### config.mk
export PLATFORM = sky130hd
export DESIGN_NAME = rx_lane_deskew
export DESIGN_NICKNAME = d
export VERILOG_FILES = /design/src/rtl/rx_lane_deskew.sv
export SDC_FILE = /design/constraint.sdc
export NUM_CORES = 2
export LEC_CHECK = 0
export BUFFER_PORTS_ARGS = -buffer_cell sky130_fd_sc_hd__buf_2
export CORE_ASPECT_RATIO = 1.2
export CORE_UTILIZATION = 25
export DETAILED_ROUTE_END_ITERATION = 7
export PLACE_DENSITY_LB_ADDON = 0.1
export SLEW_MARGIN = 30
export SYNTH_ARGS = -nofsm -noshare
export SYNTH_HDL_FRONTEND = slang
export SYNTH_SLANG_ARGS = --single-unit
### constraint.sdc
create_clock -name clk -period 5.65 [get_ports clk]
set_input_delay 0 -clock clk [delete_from_list [all_inputs] [get_ports clk]]
set_output_delay 0 -clock clk [all_outputs]
set_load 0.01 [all_outputs]
### src/rtl/rx_lane_deskew.sv
// -----------------------------------------------------------------------------
// rx_lane_deskew
//   Per-lane elastic deskew stage. Every active lane is buffered in a small
//   FIFO. The block hunts for a column in which all active lane heads carry
//   COM (K28.5, 9'h1BC as {k,data}). It then releases lane-aligned byte
//   columns to the PIPE receive side of the RX datapath.
//
//   Optional build macro: RX_DESKEW_STATS_EN adds realign_count, a saturating
//   count of skew_error pulses.
//
// Ports:
//   clk                    clock
//   reset                  synchronous, active-high reset
//   lane_data[8i+:8]       decoded byte of lane i
//   lane_datak[i]          K flag of lane i
//   lane_valid[i]          byte valid of lane i
//   numberOfDetectedLanes  active lane count N (lanes 0..N-1 active)
//   deskew_data/_datak     aligned byte column (inactive lanes forced to 0)
//   deskew_valid[i]        lane i of the registered column is valid
//   aligned                high while the aligner is locked
//   skew_error             one-cycle pulse on overflow, HUNT timeout or
//                          COM misalignment
//   realign_count          (RX_DESKEW_STATS_EN only) saturating error count
// -----------------------------------------------------------------------------
module rx_lane_deskew #(
  parameter int NUM_LANES = 16,
  parameter int DEPTH     = 8,
  parameter int MAX_SKEW  = 6
) (
  input  logic                   clk,
  input  logic                   reset,
  input  logic [8*NUM_LANES-1:0] lane_data,
  input  logic [NUM_LANES-1:0]   lane_datak,
  input  logic [NUM_LANES-1:0]   lane_valid,
  input  logic [4:0]             numberOfDetectedLanes,
  output logic [8*NUM_LANES-1:0] deskew_data,
  output logic [NUM_LANES-1:0]   deskew_datak,
  output logic [NUM_LANES-1:0]   deskew_valid,
  output logic                   aligned,
  output logic                   skew_error
`ifdef RX_DESKEW_STATS_EN
  ,
  output logic [7:0]             realign_count
`endif
);

  localparam int AW = $clog2(DEPTH);
  // The wait counter only needs to reach MAX_SKEW-1; the error fires there.
  localparam int WW = (MAX_SKEW < 2) ? 1 : $clog2(MAX_SKEW);
  localparam logic [8:0] COM_SYM = 9'h1BC;
  localparam logic [4:0] LANES_5 = 5'(NUM_LANES);

  typedef enum logic {S_HUNT = 1'b0, S_ALIGNED = 1'b1} state_t;

  state_t                       r_state, w_state_next;
  logic [WW-1:0]                r_wait, w_wait_next;
  logic [4:0]                   r_lanes_seen;
  logic [4:0]                   w_num_active;
  logic [NUM_LANES-1:0]         w_active, w_wr, w_empty, w_full, w_head_com, w_pop;
  logic [NUM_LANES-1:0][8:0]    w_head;
  logic                         w_any_active, w_all_com, w_any_hold, w_all_ready;
  logic                         w_overflow, w_lanes_changed, w_state_err;
  logic                         w_err, w_flush, w_emit;
  logic [8*NUM_LANES-1:0]       w_col_data, r_data;
  logic [NUM_LANES-1:0]         w_col_k, r_datak, r_valid;
  logic                         r_skew_error;

  assign w_num_active    = (numberOfDetectedLanes > LANES_5) ? LANES_5 : numberOfDetectedLanes;
  assign w_lanes_changed = (numberOfDetectedLanes != r_lanes_seen);

  for (genvar gi = 0; gi < NUM_LANES; gi++) begin : g_lane
    logic [8:0]  r_mem [DEPTH];
    logic [AW:0] r_wr_ptr, r_rd_ptr;

    assign w_active[gi]   = (5'(gi) < w_num_active);
    assign w_wr[gi]       = lane_valid[gi] && w_active[gi];
    assign w_empty[gi]    = (r_wr_ptr == r_rd_ptr);
    assign w_full[gi]     = (r_wr_ptr[AW] != r_rd_ptr[AW]) &&
                            (r_wr_ptr[AW-1:0] == r_rd_ptr[AW-1:0]);
    assign w_head[gi]     = r_mem[r_rd_ptr[AW-1:0]];
    assign w_head_com[gi] = !w_empty[gi] && (w_head[gi] == COM_SYM);

    // Inactive lanes hold their column outputs at zero.
    assign w_col_data[8*gi +: 8] = (w_emit && w_active[gi]) ? w_head[gi][7:0] : 8'h00;
    assign w_col_k[gi]           = w_emit && w_active[gi] && w_head[gi][8];

    always_ff @(posedge clk) begin
      if (w_wr[gi] && !w_flush) begin
        r_mem[r_wr_ptr[AW-1:0]] <= {lane_datak[gi], lane_data[8*gi +: 8]};
      end
    end

    // An inactive lane is kept empty so a later lane-count increase never
    // exposes stale bytes.
    always_ff @(posedge clk) begin
      if (reset || w_flush || !w_active[gi]) begin
        r_wr_ptr <= '0;
        r_rd_ptr <= '0;
      end else begin
        if (w_wr[gi])  r_wr_ptr <= r_wr_ptr + 1'b1;
        if (w_pop[gi]) r_rd_ptr <= r_rd_ptr + 1'b1;
      end
    end
  end

  assign w_any_active = |w_active;
  assign w_all_com    = w_any_active && ((w_head_com & w_active) == w_active);
  assign w_any_hold   = |(w_head_com & w_active);
  assign w_all_ready  = w_any_active && ((~w_empty & w_active) == w_active);

  always_comb begin
    w_state_next = r_state;
    w_wait_next  = r_wait;
    w_pop        = '0;
    w_emit       = 1'b0;
    w_state_err  = 1'b0;
    w_err        = 1'b0;
    w_flush      = 1'b0;
    case (r_state)
      S_HUNT: begin
        if (w_all_com) begin
          // The COM column itself is released on the locking cycle.
          w_pop        = w_active;
          w_emit       = 1'b1;
          w_state_next = S_ALIGNED;
          w_wait_next  = '0;
        end else begin
          w_pop = w_active & ~w_empty & ~w_head_com;
          if (!w_any_hold) begin
            w_wait_next = '0;
          end else if (r_wait == WW'(MAX_SKEW - 1)) begin
            w_state_err = 1'b1;
          end else begin
            w_wait_next = r_wait + 1'b1;
          end
        end
      end
      S_ALIGNED: begin
        if (w_all_ready) begin
          w_pop = w_active;
          if (w_any_hold && !w_all_com) w_state_err = 1'b1;
          else                          w_emit      = 1'b1;
        end
      end
      default: w_state_next = S_HUNT;
    endcase

    // A write to a full FIFO is only safe when that FIFO pops this cycle.
    w_overflow = |(w_wr & w_full & ~w_pop);

    if (w_overflow) begin
      w_err   = 1'b1;
      w_flush = 1'b1;
    end else if (r_state == S_ALIGNED && w_lanes_changed) begin
      w_flush = 1'b1;
    end else if (w_state_err) begin
      w_err   = 1'b1;
      w_flush = 1'b1;
    end

    if (w_flush) begin
      w_emit       = 1'b0;
      w_state_next = S_HUNT;
      w_wait_next  = '0;
    end
  end

  always_ff @(posedge clk) begin
    if (reset) begin
      r_state      <= S_HUNT;
      r_wait       <= '0;
      r_lanes_seen <= '0;
      r_data       <= '0;
      r_datak      <= '0;
      r_valid      <= '0;
      r_skew_error <= 1'b0;
    end else begin
      r_state      <= w_state_next;
      r_wait       <= w_wait_next;
      r_lanes_seen <= numberOfDetectedLanes;
      r_data       <= w_col_data;
      r_datak      <= w_col_k;
      r_valid      <= w_emit ? w_active : '0;
      r_skew_error <= w_err;
    end
  end

  assign deskew_data  = r_data;
  assign deskew_datak = r_datak;
  assign deskew_valid = r_valid;
  assign aligned      = (r_state == S_ALIGNED);
  assign skew_error   = r_skew_error;

`ifdef RX_DESKEW_STATS_EN
  logic [7:0] r_realign_count;
  always_ff @(posedge clk) begin
    if (reset) begin
      r_realign_count <= '0;
    end else if (w_err && r_realign_count != 8'hFF) begin
      r_realign_count <= r_realign_count + 8'd1;
    end
  end
  assign realign_count = r_realign_count;
`endif

endmodule
==> results by group <==
Final layout
  • Most common library cell in the layout ignoring fill and taps: edfxtp_1
  • Total Nets Final: 4697
  • Number of fill cells: 23700
  • Final Non-Filler Cells: 7841
  • Area overhead of the layout relative to synthesis: 26.0%
  • Post-route cell area: 76800 sq um
  • Proportion of layout cells with a drive suffix above 1: 0.314
  • Most used cells in the layout excluding fill and tap cells: edfxtp_1 (1152), dfxtp_1 (342), buf_2 (327), buf_4 (307), mux4_2 (271)

Route
  • Initial DRC count: 2134
  • Average routed wire per standard cell: 24.7 microns
  • Final routed DRC violation total: 0
  • Via-per-instance ratio: 4.54
  • Post-route ant nets: 0
  • Pre-antenna DRT Iters: 5
  • Vias post-DR: 35600
  • Wire length reported by the detailed router: 194000 microns

Global route
  • Global-route usage over all layers: 0.156
  • Number of antenna violations at the first check in global routing: 25
  • Vias in the first global route: 37800
  • Pin count of the biggest net entering global routing: 64
  • Total global routing overflow: 0
  • Wire length of the first global-routing pass: 279000 microns

STA
  • Time the worst path needs with I/O delays and setup: 5330 ps
  • Final critical-path setup slack: 325 ps
  • Least-Margin Pin Slew: 917 ps
  • Crit share post-route: 0.943
  • # setup viols final: 0
  • Worst hold slack across all endpoints: 52.1 ps
  • Final hold violation count: 0
  • Slew Limit Fails: 0
  • Worst slew margin: 0.388
  • Upper clock frequency limit: 0.188 GHz
  • Setup total negative slack: 0 ps
  • Worst clock skew: 78.0 ps
  • Setup repair after global routing missed its margin: no

Hold path
  • Tightest Hold Check Type: input port to flip-flop
  • Source of the worst hold timing path: lane_data[124]

Run status
  • Run status: completed

Floorplanning
  • Die Area: 246000 sq um
  • Width of the die: 453 microns
  • Vertical extent of the die: 543 microns
  • IO Pins: 329
  • Initial Util: 0.251
  • Area of the core: 243000 sq um
  • Total number of placement rows: 198

Logic synthesis
  • Yosys warnings: 0
  • Count of different cell masters after synthesis: 84
  • Share of synthesized area occupied by flip-flops and latches: 0.681
  • Number of enable-type register cells in the synthesized netlist: 1152
  • Synth async-reset ratio: 0
  • Synthesized area: 61000 sq um
  • Nets in the synthesized netlist: 3892
  • Count of mapped cells out of synthesis: 3691
  • Mean instance size in the synthesized netlist: 16.5 sq um
  • Main synth FF type: edfxtp_1
  • Flop and latch count out of synthesis: 1498

Worst setup path
  • Required time at the endpoint of the critical path: 6420 ps
  • Critical Path Sink: g_lane[14].r_wr_ptr[0]
  • Number of buffer and inverter stages on the critical path: 5
  • Cell Chain, Critical Path: mux4_2, mux2i_1, or4b_1, a221oi_4, buf_4, o22a_1, o2111ai_1, or4_1, and2_1, a21oi_4, o311ai_4, buf_12, buf_12, buf_4, nor4_2, dlygate4sd3_1
  • Depth of the critical timing path with buffers and inverters included: 16
  • Delay contributed by the slowest stage of the critical path: 610 ps
  • Cell at the slowest stage of the critical path: mux4_2
  • Cell depth of the worst flop-to-flop path: 16
  • Maximum fanout along the worst path: 29
  • End of the worst register-to-register path: g_lane[14].r_wr_ptr[0]
  • Crit path capture type: flip-flop
  • Gate family responsible for the most delay along the worst path: simple AND/OR/NAND/NOR gates
  • Worst setup SP type: flip-flop
  • Worst R2R Setup Slack: 320 ps
  • Kind of critical path: flip-flop to flip-flop
  • Crit path DAT: 6090 ps

Placed design
  • Placer congestion estimate: 0.789
  • DP Cell Count: 7274
  • HPWL after detailed placement: 140000 microns
  • Number of buffers added on ports: 328
  • Setup Slack @ Placement: 291 ps
  • Placement-stage cell area: 68600 sq um

Clock tree
  • CTS tree: built
  • Number of buffers inserted by post-CTS setup repair: 0
  • Clock Tree Buf Depth: 4
  • Sink Count: 1498
  • Total clock buffers created by CTS: 176
  • Buffer cell driving the clock tree root: clkbuf_16
  • Clock slew at reported path FFs: 70 ps
  • Clock latency at the later pin of the worst-skew pair: 860 ps
  • H-Tree Level Count: 4

Pwr
  • Worst voltage drop across the vdd grid: 0.226 mV
  • Static Leak: 0.0251 uW
  • Power per standard cell area: 350 nW/um^2

Flow run
  • Max Cap Violations: 0
==> layout make-up <==
cell class / instances / area (sq um) / share of cell area
inverters: 60 / 225 / 0.00293
multi-input cells: 1870 / 18700 / 0.244
repair buffers: 890 / 6630 / 0.0863
clock inverters: 75 / 749 / 0.00975
diodes: 7 / 17.5 / 0.000228
well taps: 3200 / 4000 / 0.0521
flip-flops and latches: 1498 / 41500 / 0.540
clock buffers: 241 / 4950 / 0.0644
==> Yosys cell counts (all sizes together), types with 6 or more instances <==
library cell     n  area (sq um)
nor4b           28           245
mux4           271          6100
a21oi           40           211
nor4           251          2300
nor4bb           7          70.1
clkbuf         153           574
nand4b          18           158
buf            110           726
and3b            7          61.3
mux2i          221          2210
a22oi            6          45.0
a2111oi         10          93.8
a211oi          15           113
nand2b          46           288
ha              34           425
dfxtp          346          6930
nand2          126           473
a31oi           13          81.3
nor2b           34           213
nor3           182           911
nand3           42           210
edfxtp        1152         34600
o21ai            9          45.0
mux2             9           101
xor2            63           552
inv             57           214
nand4           50           313
nor3b           22           165
and4b            6          60.1
o2111ai          9          78.8
nor2           119           447
o22ai            8          50.1
xnor2          101           885
or4             10          78.8
or3b            10          87.6
nand3b          11          82.6
==> flip-flops by register name (all words and copies together), names as in the netlist, named ones only <==
name and cells:
g_lane.r_wr_ptr 64, skew_error 1, deskew_valid 16, deskew_data 128
aligned 1, deskew_datak 16, g_lane.r_rd_ptr 64, r_wait 3
r_lanes_seen 5, g_lane.r_mem 1152
==> per-stage QoR <==
step                utilization  power (uW)
CTS                       0.317       27400
global route              0.317       28000
floorplan                     -       14500
global placement          0.283       15800
finish                    0.317       26900
detailed placement        0.283       15800
==> logic make-up (layout without fill, tap and decap cells) <==
family | after synthesis | after routing | share of synthesized area
DFF | 1498 | 1498 | 0.681
and+or+nand+nor | 990 | 990 | 0.103
xor gates and xnor gates | 164 | 164 | 0.0235
adders and majority gates | 34 | 34 | 0.00697
other | 0 | 7 | 0
muxes | 501 | 501 | 0.138
AOI/OAI and AO/OA | 181 | 181 | 0.0224
buffers and inverters | 323 | 1266 | 0.0250
==> metal layers <==
metal / vias to the layer above / track usage / wire (microns)
li1: 16300 / - / -
met1: 18200 / 0.202 / 84700
met2: 812 / 0.272 / 97700
met3: 269 / 0.0224 / 7020
met4: 10 / 0.0399 / 4460
met5: - / 0 / 61
==> power by group <==
part / leakage (uW) / internal (uW) / switching, uW
Sequential: 0.0132 / 12100 / 306
Clock: 0.00278 / 6610 / 4680
Combinational: 0.00905 / 1470 / 1760
==> worst min path at each step <==
stage | slack, ps | cells past startpoint | to
after floorplan | 100 | 0 | g_lane[0].r_mem[0][0]
after global placement | 320 | 1 | g_lane[14].r_mem[7][7]
after detailed placement | 320 | 1 | g_lane[14].r_mem[7][7]
after CTS | 0.3 | 2 | g_lane[1].r_mem[2][6]
after global routing | 20 | 2 | g_lane[3].r_mem[4][5]
final | 50 | 2 | g_lane[15].r_mem[5][4]
==> repair_timing <==
item                                   4_1_cts  5_1_grt
hold buffers                               243        0
endpoints found under the hold margin     1564        0
resized for setup                            0        5
setup endpoints to repair                    0        6
No activity file was read; power rests on OpenSTA's default activity.
